==> src/rtl/multiplier_pkg.sv <==
// Shared constants and reference helper for the pipelined multiplier.
// Optional overflow output is enabled with MULTIPLIER_OVERFLOW_EN.
package multiplier_pkg;

    localparam int MULT_MAX_STAGES = 8;

    typedef enum logic [1:0] {
        PP_LL,
        PP_LH,
        PP_HL,
        PP_HH
    } pp_sel_e;

    // Low len bits of a*b; intended for reference models, not for the datapath.
    function automatic logic [63:0] mult_lo(
        input logic [63:0] a,
        input logic [63:0] b,
        input int          len
    );
        logic [127:0] p;
        logic [63:0]  mask;
        p    = {64'd0, a} * {64'd0, b};
        mask = (len >= 64) ? '1 : ((64'd1 << len) - 64'd1);
        return p[63:0] & mask;
    endfunction

endpackage

==> src/rtl/mult_pipe_reg.sv <==
// Fixed-depth delay line with synchronous active-high reset.
// Used for the trailing output ranks of the multiplier.
module mult_pipe_reg #(
    parameter int WIDTH = 8,
    parameter int DEPTH = 1
) (
    input  logic             clk,
    input  logic             reset,
    input  logic [WIDTH-1:0] data_i,
    output logic [WIDTH-1:0] data_o
);

    logic [WIDTH-1:0] pipe_q [DEPTH];

    always_ff @(posedge clk) begin
        if (reset) begin
            for (int i = 0; i < DEPTH; i++) begin
                pipe_q[i] <= '0;
            end
        end else begin
            pipe_q[0] <= data_i;
            for (int i = 1; i < DEPTH; i++) begin
                pipe_q[i] <= pipe_q[i-1];
            end
        end
    end

    assign data_o = pipe_q[DEPTH-1];

endmodule

==> src/rtl/multiplier.sv <==
// Pipelined unsigned multiplier returning the low DATA_LEN bits of a*b.
// Define MULTIPLIER_OVERFLOW_EN to add the aligned overflow output.
module multiplier
    import multiplier_pkg::*;
#(
    parameter int DATA_LEN       = 32,
    parameter int PIPELINE_STAGE = 2
) (
    input  logic                clk,
    input  logic                reset,
    input  logic [DATA_LEN-1:0] a,
    input  logic [DATA_LEN-1:0] b,
    output logic [DATA_LEN-1:0] result
`ifdef MULTIPLIER_OVERFLOW_EN
    ,
    output logic                overflow
`endif
);

    localparam int W  = DATA_LEN;
    localparam int LO = W / 2;
    localparam int PS = (PIPELINE_STAGE > MULT_MAX_STAGES) ? MULT_MAX_STAGES :
                        (PIPELINE_STAGE < 1) ? 1 : PIPELINE_STAGE;
`ifdef MULTIPLIER_OVERFLOW_EN
    localparam int PW = 2 * W;
`else
    // Without overflow only the low half is ever observed, so carry no more.
    localparam int PW = W;
`endif

    logic [PW-1:0] a_lo;
    logic [PW-1:0] a_hi;
    logic [PW-1:0] b_lo;
    logic [PW-1:0] b_hi;
    logic [PW-1:0] pp_d [4];
    logic [PW-1:0] prod_w;

    function automatic logic [PW-1:0] pp_sum(
        input logic [PW-1:0] ll,
        input logic [PW-1:0] lh,
        input logic [PW-1:0] hl,
        input logic [PW-1:0] hh
    );
        return ll + ((lh + hl) << LO) + (hh << (2 * LO));
    endfunction

    assign a_lo = PW'(a[LO-1:0]);
    assign a_hi = PW'(a[W-1:LO]);
    assign b_lo = PW'(b[LO-1:0]);
    assign b_hi = PW'(b[W-1:LO]);

    always_comb begin
        pp_d[PP_LL] = a_lo * b_lo;
        pp_d[PP_LH] = a_lo * b_hi;
        pp_d[PP_HL] = a_hi * b_lo;
        pp_d[PP_HH] = a_hi * b_hi;
    end

    if (PS == 1) begin : g_comb
        assign prod_w = pp_sum(pp_d[PP_LL], pp_d[PP_LH],
                               pp_d[PP_HL], pp_d[PP_HH]);
    end else begin : g_pipe
        logic [PW-1:0] pp_q [4];
        logic [PW-1:0] acc_d;

        always_ff @(posedge clk) begin
            if (reset) begin
                for (int i = 0; i < 4; i++) begin
                    pp_q[i] <= '0;
                end
            end else begin
                for (int i = 0; i < 4; i++) begin
                    pp_q[i] <= pp_d[i];
                end
            end
        end

        assign acc_d = pp_sum(pp_q[PP_LL], pp_q[PP_LH],
                              pp_q[PP_HL], pp_q[PP_HH]);

        if (PS == 2) begin : g_two
            assign prod_w = acc_d;
        end else begin : g_acc
            logic [PW-1:0] acc_q;

            always_ff @(posedge clk) begin
                if (reset) begin
                    acc_q <= '0;
                end else begin
                    acc_q <= acc_d;
                end
            end

            if (PS == 3) begin : g_three
                assign prod_w = acc_q;
            end else begin : g_delay
                mult_pipe_reg #(
                    .WIDTH (PW),
                    .DEPTH (PS - 3)
                ) u_delay (
                    .clk    (clk),
                    .reset  (reset),
                    .data_i (acc_q),
                    .data_o (prod_w)
                );
            end
        end
    end

    assign result = prod_w[W-1:0];
`ifdef MULTIPLIER_OVERFLOW_EN
    assign overflow = |prod_w[PW-1:W];
`endif

endmodule

==> config.mk <==
export PLATFORM = sky130hd
export DESIGN_NAME = multiplier
export DESIGN_NICKNAME = d
export VERILOG_FILES = /design/src/rtl/multiplier_pkg.sv /design/src/rtl/mult_pipe_reg.sv /design/src/rtl/multiplier.sv
export SDC_FILE = /design/constraint.sdc
export NUM_CORES = 1
export LEC_CHECK = 0
export BUFFER_PORTS_ARGS = -buffer_cell sky130_fd_sc_hd__buf_2
export CORE_ASPECT_RATIO = 0.75
export CORE_MARGIN = 3
export CORE_UTILIZATION = 40
export CTS_BUF_LIST = sky130_fd_sc_hd__clkbuf_4
export CTS_CLUSTER_DIAMETER = 150
export DETAILED_ROUTE_END_ITERATION = 7
export GPL_TIMING_DRIVEN = 0
export PLACE_DENSITY = 0.55
export SYNTH_ARGS = -nofsm -noshare
export SYNTH_HDL_FRONTEND = slang
export SYNTH_HIERARCHICAL = 1
export SYNTH_SLANG_ARGS = --single-unit
==> constraint.sdc <==
create_clock -name clk -period 13.8 [get_ports clk]
set_input_delay 1.38 -clock clk [delete_from_list [all_inputs] [get_ports clk]]
set_output_delay 1.38 -clock clk [all_outputs]
set_load 0.02 [all_outputs]
==> results of run 1 <==
==> worst max-delay path, cell delays in order <==
cell                        delay [ns]
sky130_fd_sc_hd__buf_2            0.09
sky130_fd_sc_hd__clkbuf_1         0.72
sky130_fd_sc_hd__clkbuf_1         0.65
sky130_fd_sc_hd__nand2_1          0.16
sky130_fd_sc_hd__fa_1             0.52
sky130_fd_sc_hd__fa_1             0.58
sky130_fd_sc_hd__fa_1             0.45
sky130_fd_sc_hd__fa_1             0.57
sky130_fd_sc_hd__inv_1            0.08
sky130_fd_sc_hd__fa_1             0.50
sky130_fd_sc_hd__inv_1            0.05
sky130_fd_sc_hd__fa_1             0.51
sky130_fd_sc_hd__inv_1            0.05
sky130_fd_sc_hd__ha_1             0.36
sky130_fd_sc_hd__a21oi_2          0.17
sky130_fd_sc_hd__nor2_1           0.06
sky130_fd_sc_hd__a211oi_1         0.35
sky130_fd_sc_hd__o2111ai_2        0.27
sky130_fd_sc_hd__a211o_1          0.34
sky130_fd_sc_hd__a21boi_2         0.20
sky130_fd_sc_hd__a21oi_2          0.09
sky130_fd_sc_hd__mux2_4           0.30
==> metal layers <==
metal / part of all wire [%] / routed length [µm]
met5: 0.013 / 8
met2: 45 / 27320
met4: 2.6 / 1565
met1: 44 / 26590
met3: 9.2 / 5601
==> through the flow <==
step | instances | instance area [µm²] | hold slack (ns) | util (%) | setup WS, ns
floorplan | 2259 | 19380 | 1.536 | - | 6.782
global placement | 2986 | 20620 | 1.702 | 43.27 | 5.282
detailed placement | 2986 | 20620 | 1.712 | 43.27 | 5.304
CTS | 3001 | 20750 | 1.204 | 43.54 | 5.799
global route | 3002 | 20750 | 1.205 | 43.54 | 5.463
finish | 3003 | 20750 | 1.237 | 43.55 | 5.677
==> layout by cell type, fill, tap and decap left out, types with 20 or more instances in the layout <==
| cell type | count |
|---|---|
| sky130_fd_sc_hd__inv_1 | 494 |
| sky130_fd_sc_hd__fa_1 | 356 |
| sky130_fd_sc_hd__nand2_1 | 322 |
| sky130_fd_sc_hd__and2_1 | 236 |
| sky130_fd_sc_hd__ha_1 | 232 |
| sky130_fd_sc_hd__xnor2_1 | 97 |
| sky130_fd_sc_hd__buf_2 | 90 |
| sky130_fd_sc_hd__clkbuf_1 | 89 |
| sky130_fd_sc_hd__nor2_1 | 77 |
| sky130_fd_sc_hd__dfxtp_1 | 64 |
| sky130_fd_sc_hd__a21oi_1 | 46 |
| sky130_fd_sc_hd__o21ai_0 | 29 |
| sky130_fd_sc_hd__xor2_1 | 28 |
| sky130_fd_sc_hd__a21o_1 | 20 |
==> cells by family (layout without fill, tap and decap cells) <==
kind of cell	after synthesis	after routing	synth area share, %
compound gates	168	168	6.050
flops	64	64	6.612
other cells	0	2	0
simple gates	705	705	17.57
xor+xnor	125	125	5.650
buf+inv	604	707	12.05
fa+ha+maj	588	588	51.76
mux	5	5	0.3099
==> worst max path at each step <==
stage | endpoint | slack (ns) | depth (start not counted)
floorplan | g_pipe.pp_q[0][30] | 6.78 | 21
finish | g_pipe.pp_q[0][30] | 5.68 | 22
detailed placement | g_pipe.pp_q[0][30] | 5.30 | 22
global route | g_pipe.pp_q[0][30] | 5.46 | 22
CTS | g_pipe.pp_q[0][30] | 5.80 | 22
global placement | g_pipe.pp_q[0][30] | 5.28 | 22
==> area by class of cell <==
type / instances / area [µm²] / share of cell area [%]
multi-input combinational: 1591 / 15760 / 75.95
inverter: 494 / 1854 / 8.935
sequential: 64 / 1281 / 6.174
tap: 639 / 799.5 / 3.853
buffer: 110 / 481.7 / 2.321
timing repair buffer: 88 / 440.4 / 2.122
clock buffer: 9 / 67.56 / 0.3256
clock inverter: 6 / 61.31 / 0.2954
antenna: 2 / 5.005 / 0.02412
==> impl_metrics.xml, run 1 <==
<?xml version="1.0" encoding="UTF-8"?>
<metrics>
  <group name="routing">
    <metric name="via_count_of_the_routed_design" unit="">15230</metric>
    <metric name="drt_wl_total" unit="mm">61.08</metric>
    <metric name="drtAntennaViolNets" unit="">0</metric>
    <metric name="routedWlPerCell" unit="µm">20.34</metric>
    <metric name="firstDrtPassIters" unit="">4</metric>
    <metric name="drtIter0Drc" unit="">837</metric>
    <metric name="detail_route.drc_violations" unit="">0</metric>
    <metric name="detail_route.vias_per_cell" unit="">5.072</metric>
  </group>
  <group name="timing">
    <metric name="min_period" unit="ns">8.123</metric>
    <metric name="slew-limit-headroom" unit="%">33.33</metric>
    <metric name="hold_viol_final" unit="">0</metric>
    <metric name="slew_violations" unit="">0</metric>
    <metric name="setup-violations-final" unit="">0</metric>
    <metric name="grt_setup_unrepaired" unit="">no</metric>
    <metric name="clock.fmax" unit="GHz">0.1231</metric>
    <metric name="timing.setup.tns" unit="ns">0</metric>
    <metric name="final.period_utilization" unit="%">58.86</metric>
    <metric name="pin_slew_with_the_least_headroom_to_its_limit" unit="ns">1.000</metric>
  </group>
  <group name="critical_path">
    <metric name="critPathCaptureType" unit="">register</metric>
    <metric name="setup.worst_path.start_class" unit="">primary input</metric>
    <metric name="critPathLaunch" unit="">b[2]</metric>
    <metric name="max_fo_critical_path" unit="">10</metric>
    <metric name="arrival" unit="ns">8.47</metric>
    <metric name="cp_data_required_time" unit="ns">14.15</metric>
    <metric name="timing_worst_setup_path_type" unit="">in2reg</metric>
  </group>
  <group name="die">
    <metric name="num_rows" unit="">69</metric>
    <metric name="die_area" unit="mm²">0.05115</metric>
    <metric name="die_x" unit="µm">260.2</metric>
    <metric name="die_h" unit="µm">196.6</metric>
    <metric name="core_region_area" unit="mm²">0.04766</metric>
    <metric name="boundaryPins" unit="">98</metric>
    <metric name="initial_core_util" unit="%">40.66</metric>
  </group>
  <group name="synthesis">
    <metric name="netlist-cell-type-count" unit="">58</metric>
    <metric name="ys_top_cells_by_area" unit="">sky130_fd_sc_hd__fa_1 (37%), sky130_fd_sc_hd__ha_1 (15%), sky130_fd_sc_hd__inv_1 (9.6%)</metric>
    <metric name="postSynth.topFlopCell" unit="">sky130_fd_sc_hd__dfxtp_1</metric>
    <metric name="netlist_area" unit="mm²">0.01938</metric>
    <metric name="synth_enable_flop_cells" unit="">0</metric>
    <metric name="ys_seq_elements" unit="">64</metric>
    <metric name="synth-async-reset-ratio" unit="%">0</metric>
    <metric name="synth_seq_area_share" unit="%">6.612</metric>
    <metric name="synth_largest_area_cell" unit="">sky130_fd_sc_hd__fa_1</metric>
    <metric name="fraction_of_synthesized_cell_area_taken_by_the_top_area_cell_type" unit="%">36.78</metric>
    <metric name="post-synth-top-count-cell" unit="">sky130_fd_sc_hd__inv_1</metric>
    <metric name="synth_commonest_cells" unit="">sky130_fd_sc_hd__inv_1 (494), sky130_fd_sc_hd__fa_1 (356), sky130_fd_sc_hd__nand2_1 (322)</metric>
    <metric name="avgSynthCellArea" unit="µm²">8.578</metric>
    <metric name="yosysWarningCount" unit="">6</metric>
    <metric name="synth.net_count" unit="">2913</metric>
    <metric name="syn-instance-count" unit="">2259</metric>
  </group>
  <group name="hold_path">
    <metric name="hold_path_class" unit="">in2reg</metric>
    <metric name="holdCritStartpoint" unit="">a[0]</metric>
    <metric name="min_delay_path_depth" unit="">2</metric>
    <metric name="holdPathEnd" unit="">g_pipe.pp_q[0][0]</metric>
  </group>
  <group name="final_layout">
    <metric name="fillCellCount" unit="">4903</metric>
    <metric name="drive_gt1_share" unit="%">6.520</metric>
    <metric name="num-nets-final" unit="">3012</metric>
    <metric name="top_regs" unit="">g_pipe.pp_q: 64 flops</metric>
    <metric name="largest_register" unit="">g_pipe.pp_q</metric>
    <metric name="largest_reg_flops" unit="">64</metric>
    <metric name="syn_to_final_growth" unit="%">7.089</metric>
  </group>
  <group name="global_routing">
    <metric name="gr-usage-met3" unit="%">6.705</metric>
    <metric name="gr-total-overflow" unit="">0</metric>
    <metric name="maximum_number_of_pins_on_one_net_before_global_route_repair" unit="">12</metric>
    <metric name="grt_pass1_vias" unit="">16380</metric>
    <metric name="globalRoute.busiestLayer" unit="">met2</metric>
    <metric name="grt_use_met1" unit="%">33.91</metric>
    <metric name="globalRouteMet2Util" unit="%">38.65</metric>
    <metric name="grt_use_total" unit="%">24.62</metric>
    <metric name="grt_antenna_before_repair" unit="">8</metric>
    <metric name="first_pass_grt_wire_length" unit="mm">94.43</metric>
  </group>
  <group name="cts">
    <metric name="post_cts_hold_buffer_count" unit="">0</metric>
    <metric name="tritoncts_buffers" unit="">9</metric>
    <metric name="h-tree-depth" unit="">3</metric>
    <metric name="cts.clk_slew.worst_paths" unit="ns">0.12</metric>
    <metric name="cts_tree" unit="">done</metric>
    <metric name="clock-sinks" unit="">64</metric>
    <metric name="clk_path_buf_depth" unit="">2</metric>
    <metric name="root_buffer" unit="">sky130_fd_sc_hd__clkbuf_4</metric>
    <metric name="cts-resized-gates" unit="">0</metric>
    <metric name="cts_setup_buffers" unit="">0</metric>
  </group>
  <group name="job">
    <metric name="drv_cap" unit="">0</metric>
  </group>
  <group name="placed_design">
    <metric name="io_buffer_count" unit="">88</metric>
    <metric name="hpwlAfterDp" unit="mm">51.34</metric>
    <metric name="gpl.final_weighted_congestion" unit="">0.9723</metric>
  </group>
  <group name="run_status">
    <metric name="run_status" unit="">finished clean</metric>
  </group>
</metrics>
Power of run 1 is left out: the tool's default activity adds up to more than one toggle a clock period on the data nets, which glitch-free logic cannot reach.
==> run 2, diff against run 1 <==
--- a/config.mk
+++ b/config.mk
@@ -5,6 +5,7 @@
 export SDC_FILE = /design/constraint.sdc
 export NUM_CORES = 1
 export LEC_CHECK = 0
+export ABC_AREA = 1
 export BUFFER_PORTS_ARGS = -buffer_cell sky130_fd_sc_hd__buf_2
 export CORE_ASPECT_RATIO = 0.75
 export CORE_MARGIN = 3
@@ -13,7 +14,7 @@
 export CTS_CLUSTER_DIAMETER = 150
 export DETAILED_ROUTE_END_ITERATION = 7
 export GPL_TIMING_DRIVEN = 0
-export PLACE_DENSITY = 0.55
+export PLACE_DENSITY = 0.57
 export SYNTH_ARGS = -nofsm -noshare
 export SYNTH_HDL_FRONTEND = slang
 export SYNTH_HIERARCHICAL = 1
==> constraint.sdc (replaced) <==
create_clock -name clk -period 6.6 [get_ports clk]
set_input_delay 0.66 -clock clk [delete_from_list [all_inputs] [get_ports clk]]
set_output_delay 0.66 -clock clk [all_outputs]
set_load 0.02 [all_outputs]
==> run 2 against run 1 <==
- utilization down 0.13 points
- cell area grew 5.6%
- synthesized cell count up 27%
- clock-buffer cell count grew 1
- wire length up 5.4%
- via count is 18% higher
- sequential share of layout area down 0.33 points
- area after synthesis rose by 6.2%
- global-route usage decreased by 0.050 points
- largest cell class unchanged
- highest routed layer is now met4
==> impl_metrics.xml, run 2 <==
<?xml version="1.0" encoding="UTF-8"?>
<metrics>
  <group name="global_routing">
    <metric name="grt_use_total" unit="%">24.57</metric>
    <metric name="gr-total-overflow" unit="">0</metric>
    <metric name="maximum_number_of_pins_on_one_net_before_global_route_repair" unit="">13</metric>
    <metric name="first_pass_grt_wire_length" unit="mm">101.7</metric>
    <metric name="grt_pass1_vias" unit="">18530</metric>
    <metric name="grt_antenna_before_repair" unit="">2</metric>
  </group>
  <group name="synthesis">
    <metric name="netlist-cell-type-count" unit="">36</metric>
    <metric name="synth_commonest_cells" unit="">sky130_fd_sc_hd__inv_1 (858), sky130_fd_sc_hd__nand2_1 (770), sky130_fd_sc_hd__fa_1 (356)</metric>
    <metric name="synth.net_count" unit="">3530</metric>
    <metric name="ys_top_cells_by_area" unit="">sky130_fd_sc_hd__fa_1 (35%), sky130_fd_sc_hd__inv_1 (16%), sky130_fd_sc_hd__ha_1 (14%)</metric>
    <metric name="ys_seq_elements" unit="">64</metric>
    <metric name="avgSynthCellArea" unit="µm²">7.155</metric>
    <metric name="synth_largest_area_cell" unit="">sky130_fd_sc_hd__fa_1</metric>
    <metric name="syn-instance-count" unit="">2876</metric>
    <metric name="yosysWarningCount" unit="">6</metric>
    <metric name="synth-async-reset-ratio" unit="%">0</metric>
    <metric name="postSynth.topFlopCell" unit="">sky130_fd_sc_hd__dfxtp_1</metric>
    <metric name="netlist_area" unit="mm²">0.02058</metric>
    <metric name="fraction_of_synthesized_cell_area_taken_by_the_top_area_cell_type" unit="%">34.63</metric>
    <metric name="synth_seq_area_share" unit="%">6.226</metric>
    <metric name="synth_enable_flop_cells" unit="">0</metric>
    <metric name="post-synth-top-count-cell" unit="">sky130_fd_sc_hd__inv_1</metric>
  </group>
  <group name="routing">
    <metric name="via_count_of_the_routed_design" unit="">17940</metric>
    <metric name="routedWlPerCell" unit="µm">17.77</metric>
    <metric name="drtAntennaViolNets" unit="">0</metric>
    <metric name="detail_route.drc_violations" unit="">0</metric>
    <metric name="detail_route.vias_per_cell" unit="">4.951</metric>
    <metric name="drtIter0Drc" unit="">1160</metric>
    <metric name="firstDrtPassIters" unit="">5</metric>
    <metric name="drt_wl_total" unit="mm">64.40</metric>
  </group>
  <group name="placed_design">
    <metric name="dpl.cell_count" unit="">3609</metric>
    <metric name="detailedPlace.worstSlack" unit="ns">-0.6683</metric>
    <metric name="gpl.final_weighted_congestion" unit="">0.9594</metric>
    <metric name="io_buffer_count" unit="">76</metric>
    <metric name="hpwlAfterDp" unit="mm">54.71</metric>
  </group>
  <group name="die">
    <metric name="die_h" unit="µm">202.4</metric>
    <metric name="num_rows" unit="">71</metric>
    <metric name="die_area" unit="mm²">0.05423</metric>
    <metric name="boundaryPins" unit="">98</metric>
    <metric name="initial_core_util" unit="%">40.78</metric>
    <metric name="core_region_area" unit="mm²">0.05046</metric>
    <metric name="die_x" unit="µm">267.9</metric>
  </group>
  <group name="timing">
    <metric name="grt_setup_unrepaired" unit="">no</metric>
    <metric name="slew-limit-headroom" unit="%">32.73</metric>
    <metric name="hold_viol_final" unit="">0</metric>
    <metric name="setup-violations-final" unit="">0</metric>
    <metric name="pin_slew_with_the_least_headroom_to_its_limit" unit="ns">1.009</metric>
    <metric name="min_period" unit="ns">6.456</metric>
    <metric name="clock.fmax" unit="GHz">0.1549</metric>
    <metric name="final.period_utilization" unit="%">97.82</metric>
    <metric name="setup_slack" unit="ns">0.1439</metric>
    <metric name="final.hold.worst_slack" unit="ns">0.5716</metric>
    <metric name="slew_violations" unit="">0</metric>
  </group>
  <group name="power_and_ir_drop">
    <metric name="worst_vdd_rail_ir_drop" unit="mV">0.4932</metric>
    <metric name="cellPowerDensity" unit="mW/mm²">530.8</metric>
    <metric name="cellLeakagePower" unit="nW">13.62</metric>
  </group>
  <group name="final_layout">
    <metric name="largest_register" unit="">g_pipe.pp_q</metric>
    <metric name="drive_gt1_share" unit="%">4.792</metric>
    <metric name="num-nets-final" unit="">3612</metric>
    <metric name="most_common_cell_after_layout_fill_and_taps_aside" unit="">sky130_fd_sc_hd__inv_1</metric>
    <metric name="final-instance-count-excl-fill" unit="">3623</metric>
    <metric name="layout_common_cells" unit="">sky130_fd_sc_hd__inv_1 (858), sky130_fd_sc_hd__nand2_1 (770), sky130_fd_sc_hd__fa_1 (356)</metric>
    <metric name="largest_reg_flops" unit="">64</metric>
    <metric name="syn_to_final_growth" unit="%">6.470</metric>
    <metric name="top_regs" unit="">g_pipe.pp_q: 64 flops</metric>
  </group>
  <group name="cts">
    <metric name="clock-sinks" unit="">64</metric>
    <metric name="h-tree-depth" unit="">3</metric>
    <metric name="tritoncts_buffers" unit="">9</metric>
    <metric name="clk_path_buf_depth" unit="">2</metric>
    <metric name="cts_tree" unit="">done</metric>
    <metric name="root_buffer" unit="">sky130_fd_sc_hd__clkbuf_4</metric>
    <metric name="cts.clk_slew.worst_paths" unit="ns">0.11</metric>
    <metric name="cts_setup_buffers" unit="">0</metric>
    <metric name="post_cts_hold_buffer_count" unit="">0</metric>
  </group>
  <group name="critical_path">
    <metric name="timing_worst_setup_path_type" unit="">in2reg</metric>
    <metric name="arrival" unit="ns">6.85</metric>
    <metric name="setup.worst_path.start_class" unit="">primary input</metric>
    <metric name="critPathCaptureType" unit="">register</metric>
    <metric name="cp_data_required_time" unit="ns">6.99</metric>
    <metric name="max_fo_critical_path" unit="">11</metric>
  </group>
  <group name="run_status">
    <metric name="run_status" unit="">finished clean</metric>
  </group>
  <group name="job">
    <metric name="drv_cap" unit="">0</metric>
  </group>
  <group name="hold_path">
    <metric name="hold_path_class" unit="">in2reg</metric>
  </group>
</metrics>
==> run 2: cell types whose count changed in the layout (fill, tap and decap cells not counted), moves of 17 or more <==
cell	delta
sky130_fd_sc_hd__nor2b_1	-17
sky130_fd_sc_hd__nand3_1	+72
sky130_fd_sc_hd__a21oi_1	+80
sky130_fd_sc_hd__clkbuf_1	-24
sky130_fd_sc_hd__and2_1	-236
sky130_fd_sc_hd__o21ai_0	+29
sky130_fd_sc_hd__inv_1	+364
sky130_fd_sc_hd__xnor2_1	-81
sky130_fd_sc_hd__nand2_1	+448
==> run 2: cells by family (layout without fill, tap and decap cells) <==
family | Yosys count | count (layout) | share of synthesized area, %
buffers and inverters | 985 | 1072 | 18.58
other | 0 | 3 | 0
AO/OA/AOI/OAI | 241 | 241 | 6.445
adder cells (fa/ha/maj) | 588 | 588 | 48.74
AND/OR/NAND/NOR | 953 | 953 | 18.09
XOR/XNOR | 45 | 45 | 1.915
flip-flops | 64 | 64 | 6.226
==> run 2: metal layers <==
| metal | up-vias | GRT usage (%) | part of all wire (%) | wire length (µm) |
|---|---|---|---|---|
| met3 | 95 | 3.919 | 7.1 | 4600 |
| met4 | 0 | 6.131 | 2.5 | 1592 |
| met1 | 8795 | 35.15 | 46 | 29570 |
| met5 | - | 0 | 0 | 0 |
| met2 | 602 | 38.86 | 44 | 28640 |
| li1 | 8444 | - | - | - |
==> run 2: power breakdown <==
part / switching (mW) / leakage (nW) / total (mW) / internal [mW]
clock: 0.156 / 0.0738 / 0.273 / 0.117
combinational: 6.83 / 13.0 / 10.7 / 3.84
sequential: 0.113 / 0.533 / 0.688 / 0.575
total: 7.10 / 13.6 / 11.6 / 4.53
==> run 2: path summary, 6_finish.rpt <==
check             slack [ns]  startpoint  cells after the start            endpoint
setup / recovery        0.14       b[12]                     21  g_pipe.pp_q[0][24]
hold / removal          0.57       reset                      3  g_pipe.pp_q[0][74]
==> run 2: worst max-delay path: stages <==
cell	delay, ns
sky130_fd_sc_hd__buf_2	0.35
sky130_fd_sc_hd__buf_1	0.55
sky130_fd_sc_hd__nand2_1	0.18
sky130_fd_sc_hd__fa_1	0.58
sky130_fd_sc_hd__inv_1	0.06
sky130_fd_sc_hd__fa_1	0.47
sky130_fd_sc_hd__fa_1	0.52
sky130_fd_sc_hd__fa_1	0.52
sky130_fd_sc_hd__fa_1	0.56
sky130_fd_sc_hd__inv_1	0.06
sky130_fd_sc_hd__fa_1	0.59
sky130_fd_sc_hd__inv_1	0.06
sky130_fd_sc_hd__ha_1	0.35
sky130_fd_sc_hd__a21oi_1	0.28
sky130_fd_sc_hd__o21ai_0	0.15
sky130_fd_sc_hd__a21oi_1	0.21
sky130_fd_sc_hd__nand3_1	0.20
sky130_fd_sc_hd__a21o_1	0.22
sky130_fd_sc_hd__nand2_1	0.06
sky130_fd_sc_hd__nand2_1	0.05
sky130_fd_sc_hd__nor2_1	0.13
==> run 2: repair_timing <==
item	in CTS	in global routing
endpoints found under the setup margin	8	13
gates resized for setup	1	5
gates cloned	0	0
hold endpoints to repair	0	0
==> run 2: stage by stage <==
step	util, %	TNS [ns]	power (mW)	area, µm²
global route	43.42	0	13.28	21910
finish	43.42	0	11.63	21910
floorplan	-	0	8.247	20580
detailed placement	43.16	-10.57	11.36	21780
global placement	43.16	-9.944	11.33	21780
CTS	43.41	0	11.74	21900
==> run 2: final cells by class <==
type,count,area [µm²]
Timing Repair Buffer,76,380.4
Multi-Input combinational cell,1827,15470
Antenna cell,3,7.507
Clock inverter,6,60.06
Clock buffer,10,75.07
Tap cell,657,822.0
Inverter,860,3228
Sequential cell,64,1281
Fill cell,5335,28550
Buffer,120,581.8
No activity file was read; power rests on OpenSTA's default activity.
==> run 3, diff against run 2 <==
--- a/config.mk
+++ b/config.mk
@@ -10,7 +10,7 @@
 export CORE_ASPECT_RATIO = 0.75
 export CORE_MARGIN = 3
 export CORE_UTILIZATION = 40
-export CTS_BUF_LIST = sky130_fd_sc_hd__clkbuf_4
+export CTS_BUF_LIST = sky130_fd_sc_hd__clkbuf_4 sky130_fd_sc_hd__clkbuf_8
 export CTS_CLUSTER_DIAMETER = 150
 export DETAILED_ROUTE_END_ITERATION = 7
 export GPL_TIMING_DRIVEN = 0
==> run 3 against run 2 <==
- fmax is 0.27% higher
- critical path depth unchanged
- non-clock buffer count fell by 1
- utilization up 0.13 points
- worst hold slack better by 0.11 ns
- clock-buffer cell count grew 1
- wire length about the same
- via count fell by 0.21%
- combinational power barely moved
- sequential share of layout area about the same
- critical endpoint unchanged
- largest power group unchanged
==> impl_metrics.xml, run 3 (synthesized netlist as in run 2, its figures left out) <==
<?xml version="1.0" encoding="UTF-8"?>
<metrics>
  <group name="placed_design">
    <metric name="gpl.final_weighted_congestion" unit="">0.9594</metric>
    <metric name="postPlaceCellArea" unit="mm²">0.02178</metric>
    <metric name="io_buffer_count" unit="">76</metric>
    <metric name="hpwlAfterDp" unit="mm">54.71</metric>
  </group>
  <group name="cts">
    <metric name="h-tree-depth" unit="">3</metric>
    <metric name="root_buffer" unit="">sky130_fd_sc_hd__clkbuf_8</metric>
    <metric name="cts.clk_slew.worst_paths" unit="ns">0.07</metric>
    <metric name="cts_tree" unit="">done</metric>
    <metric name="clock-sinks" unit="">64</metric>
    <metric name="tritoncts_buffers" unit="">9</metric>
    <metric name="clk_path_buf_depth" unit="">2</metric>
  </group>
  <group name="global_routing">
    <metric name="gr-total-overflow" unit="">0</metric>
    <metric name="grt_pass1_vias" unit="">18510</metric>
    <metric name="grt_antenna_before_repair" unit="">1</metric>
    <metric name="first_pass_grt_wire_length" unit="mm">101.7</metric>
    <metric name="grt_use_total" unit="%">24.56</metric>
    <metric name="maximum_number_of_pins_on_one_net_before_global_route_repair" unit="">13</metric>
  </group>
  <group name="final_layout">
    <metric name="regArea" unit="mm²">0.001281</metric>
    <metric name="drive_gt1_share" unit="%">5.165</metric>
    <metric name="largest_register" unit="">g_pipe.pp_q</metric>
    <metric name="fin_area" unit="mm²">0.02198</metric>
    <metric name="top_regs" unit="">g_pipe.pp_q: 64 flops</metric>
    <metric name="largest_reg_flops" unit="">64</metric>
    <metric name="number_of_antenna_cells_inserted" unit="">0</metric>
    <metric name="num-nets-final" unit="">3611</metric>
    <metric name="most_common_cell_after_layout_fill_and_taps_aside" unit="">sky130_fd_sc_hd__inv_1</metric>
    <metric name="fillCellCount" unit="">5332</metric>
    <metric name="area_taken_by_multi_input_logic_gates" unit="mm²">0.01547</metric>
    <metric name="syn_to_final_growth" unit="%">6.798</metric>
    <metric name="layout_common_cells" unit="">sky130_fd_sc_hd__inv_1 (858), sky130_fd_sc_hd__nand2_1 (770), sky130_fd_sc_hd__fa_1 (356)</metric>
  </group>
  <group name="timing">
    <metric name="grt_setup_unrepaired" unit="">no</metric>
    <metric name="pin_slew_with_the_least_headroom_to_its_limit" unit="ns">1.015</metric>
    <metric name="setup-violations-final" unit="">0</metric>
    <metric name="clock.fmax" unit="GHz">0.1553</metric>
    <metric name="slew-limit-headroom" unit="%">32.30</metric>
    <metric name="hold_viol_final" unit="">0</metric>
    <metric name="slew_violations" unit="">0</metric>
    <metric name="final.hold.worst_slack" unit="ns">0.6793</metric>
    <metric name="timing.setup.tns" unit="ns">0</metric>
    <metric name="min_period" unit="ns">6.439</metric>
    <metric name="final.period_utilization" unit="%">97.56</metric>
  </group>
  <group name="critical_path">
    <metric name="max_fo_critical_path" unit="">10</metric>
    <metric name="timing_worst_setup_path_type" unit="">in2reg</metric>
    <metric name="critPathLaunch" unit="">a[8]</metric>
    <metric name="cp_data_required_time" unit="ns">6.89</metric>
    <metric name="cp.buffers_inverters" unit="">5</metric>
    <metric name="crit_path_max_incr_delay" unit="ns">0.64</metric>
    <metric name="critPathCaptureType" unit="">register</metric>
    <metric name="critical_path_depth" unit="">21</metric>
    <metric name="timing.critical_path.cells" unit="">buf_2, clkbuf_1, nand2_1, fa_1, inv_1, fa_1, fa_1, fa_1, fa_1, inv_1, fa_1, inv_1, ha_1, a21oi_1, o21ai_0, a21oi_1, nand3_1, a21o_1, nand2_1, nand2_1, nor2_1</metric>
    <metric name="arrival" unit="ns">6.73</metric>
    <metric name="critPathMostFrequentCell" unit="">sky130_fd_sc_hd__fa_1</metric>
    <metric name="setup.worst_path.start_class" unit="">primary input</metric>
    <metric name="crit_path_top_delay_cell" unit="">sky130_fd_sc_hd__clkbuf_1</metric>
    <metric name="path_delay_family" unit="">adder cells</metric>
  </group>
  <group name="die">
    <metric name="die_h" unit="µm">202.4</metric>
    <metric name="boundaryPins" unit="">98</metric>
    <metric name="die_x" unit="µm">267.9</metric>
    <metric name="die_area" unit="mm²">0.05423</metric>
    <metric name="num_rows" unit="">71</metric>
    <metric name="initial_core_util" unit="%">40.78</metric>
    <metric name="core_region_area" unit="mm²">0.05046</metric>
  </group>
  <group name="routing">
    <metric name="firstDrtPassIters" unit="">6</metric>
    <metric name="drtAntennaViolNets" unit="">0</metric>
    <metric name="drtIter0Drc" unit="">1319</metric>
    <metric name="drt_wl_total" unit="mm">64.38</metric>
    <metric name="detail_route.drc_violations" unit="">0</metric>
    <metric name="via_count_of_the_routed_design" unit="">17900</metric>
    <metric name="routedWlPerCell" unit="µm">17.79</metric>
    <metric name="detail_route.vias_per_cell" unit="">4.946</metric>
  </group>
  <group name="power_and_ir_drop">
    <metric name="worst_vdd_rail_ir_drop" unit="mV">0.4953</metric>
    <metric name="cellLeakagePower" unit="nW">13.68</metric>
    <metric name="cellPowerDensity" unit="mW/mm²">533.5</metric>
  </group>
  <group name="run_status">
    <metric name="run_status" unit="">finished clean</metric>
  </group>
  <group name="hold_path">
    <metric name="hold_path_class" unit="">in2reg</metric>
    <metric name="min_delay_path_depth" unit="">3</metric>
    <metric name="holdCritStartpoint" unit="">reset</metric>
  </group>
  <group name="job">
    <metric name="drv_cap" unit="">0</metric>
  </group>
</metrics>
[run 3: cell count changes in the layout (fill, tap and decap cells not counted), sizes merged]
cell,previous run,this run
clkinv,4,3
buf,126,121
diode,3,0
clkbuf,80,85
[run 3: path summary, 6_finish.rpt]
check | end | slack [ns]
worst min-delay path | g_pipe.pp_q[0][74] | 0.68
worst max-delay path | g_pipe.pp_q[0][24] | 0.16
[run 3: through the flow]
step	power [mW]	cells	util [%]	worst slack, ns
floorplan	8.247	2876	-	0.8380
global placement	11.33	3609	43.16	-0.6576
detailed placement	11.36	3609	43.16	-0.6683
CTS	11.82	3622	43.54	0.03375
global route	13.36	3619	43.55	0.01447
finish	11.72	3619	43.55	0.1611
[run 3: power breakdown]
part / leakage (nW) / internal [mW] / total [mW] / switching [mW]
sequential: 0.533 / 0.575 / 0.690 / 0.115
clock: 0.103 / 0.188 / 0.351 / 0.162
combinational: 13.0 / 3.84 / 10.7 / 6.85
[run 3: routing by layer]
layer / routed length (µm) / track usage [%] / vias up
met1: 29460 / 35.29 / 8796
li1: - / - / 8441
met5: 0 / 0 / -
met4: 1595 / 6.072 / 0
met2: 28740 / 38.89 / 571
met3: 4580 / 3.663 / 91
[run 3: area by class of cell]
class / count / share of cell area [%]
clock buffer: 11 / 0.6604
multi-input combinational: 1827 / 70.41
buffer: 119 / 2.687
tap: 657 / 3.741
sequential: 64 / 5.830
inverter: 860 / 14.69
timing repair buffer: 76 / 1.731
clock inverter: 5 / 0.2562
[run 3: what timing repair did]
| action | in CTS | in global routing |
|---|---|---|
| setup endpoints to repair | 18 | 19 |
| buffers inserted | 0 | 0 |
| gates resized for setup | 1 | 25 |
| hold buffers | 0 | 0 |
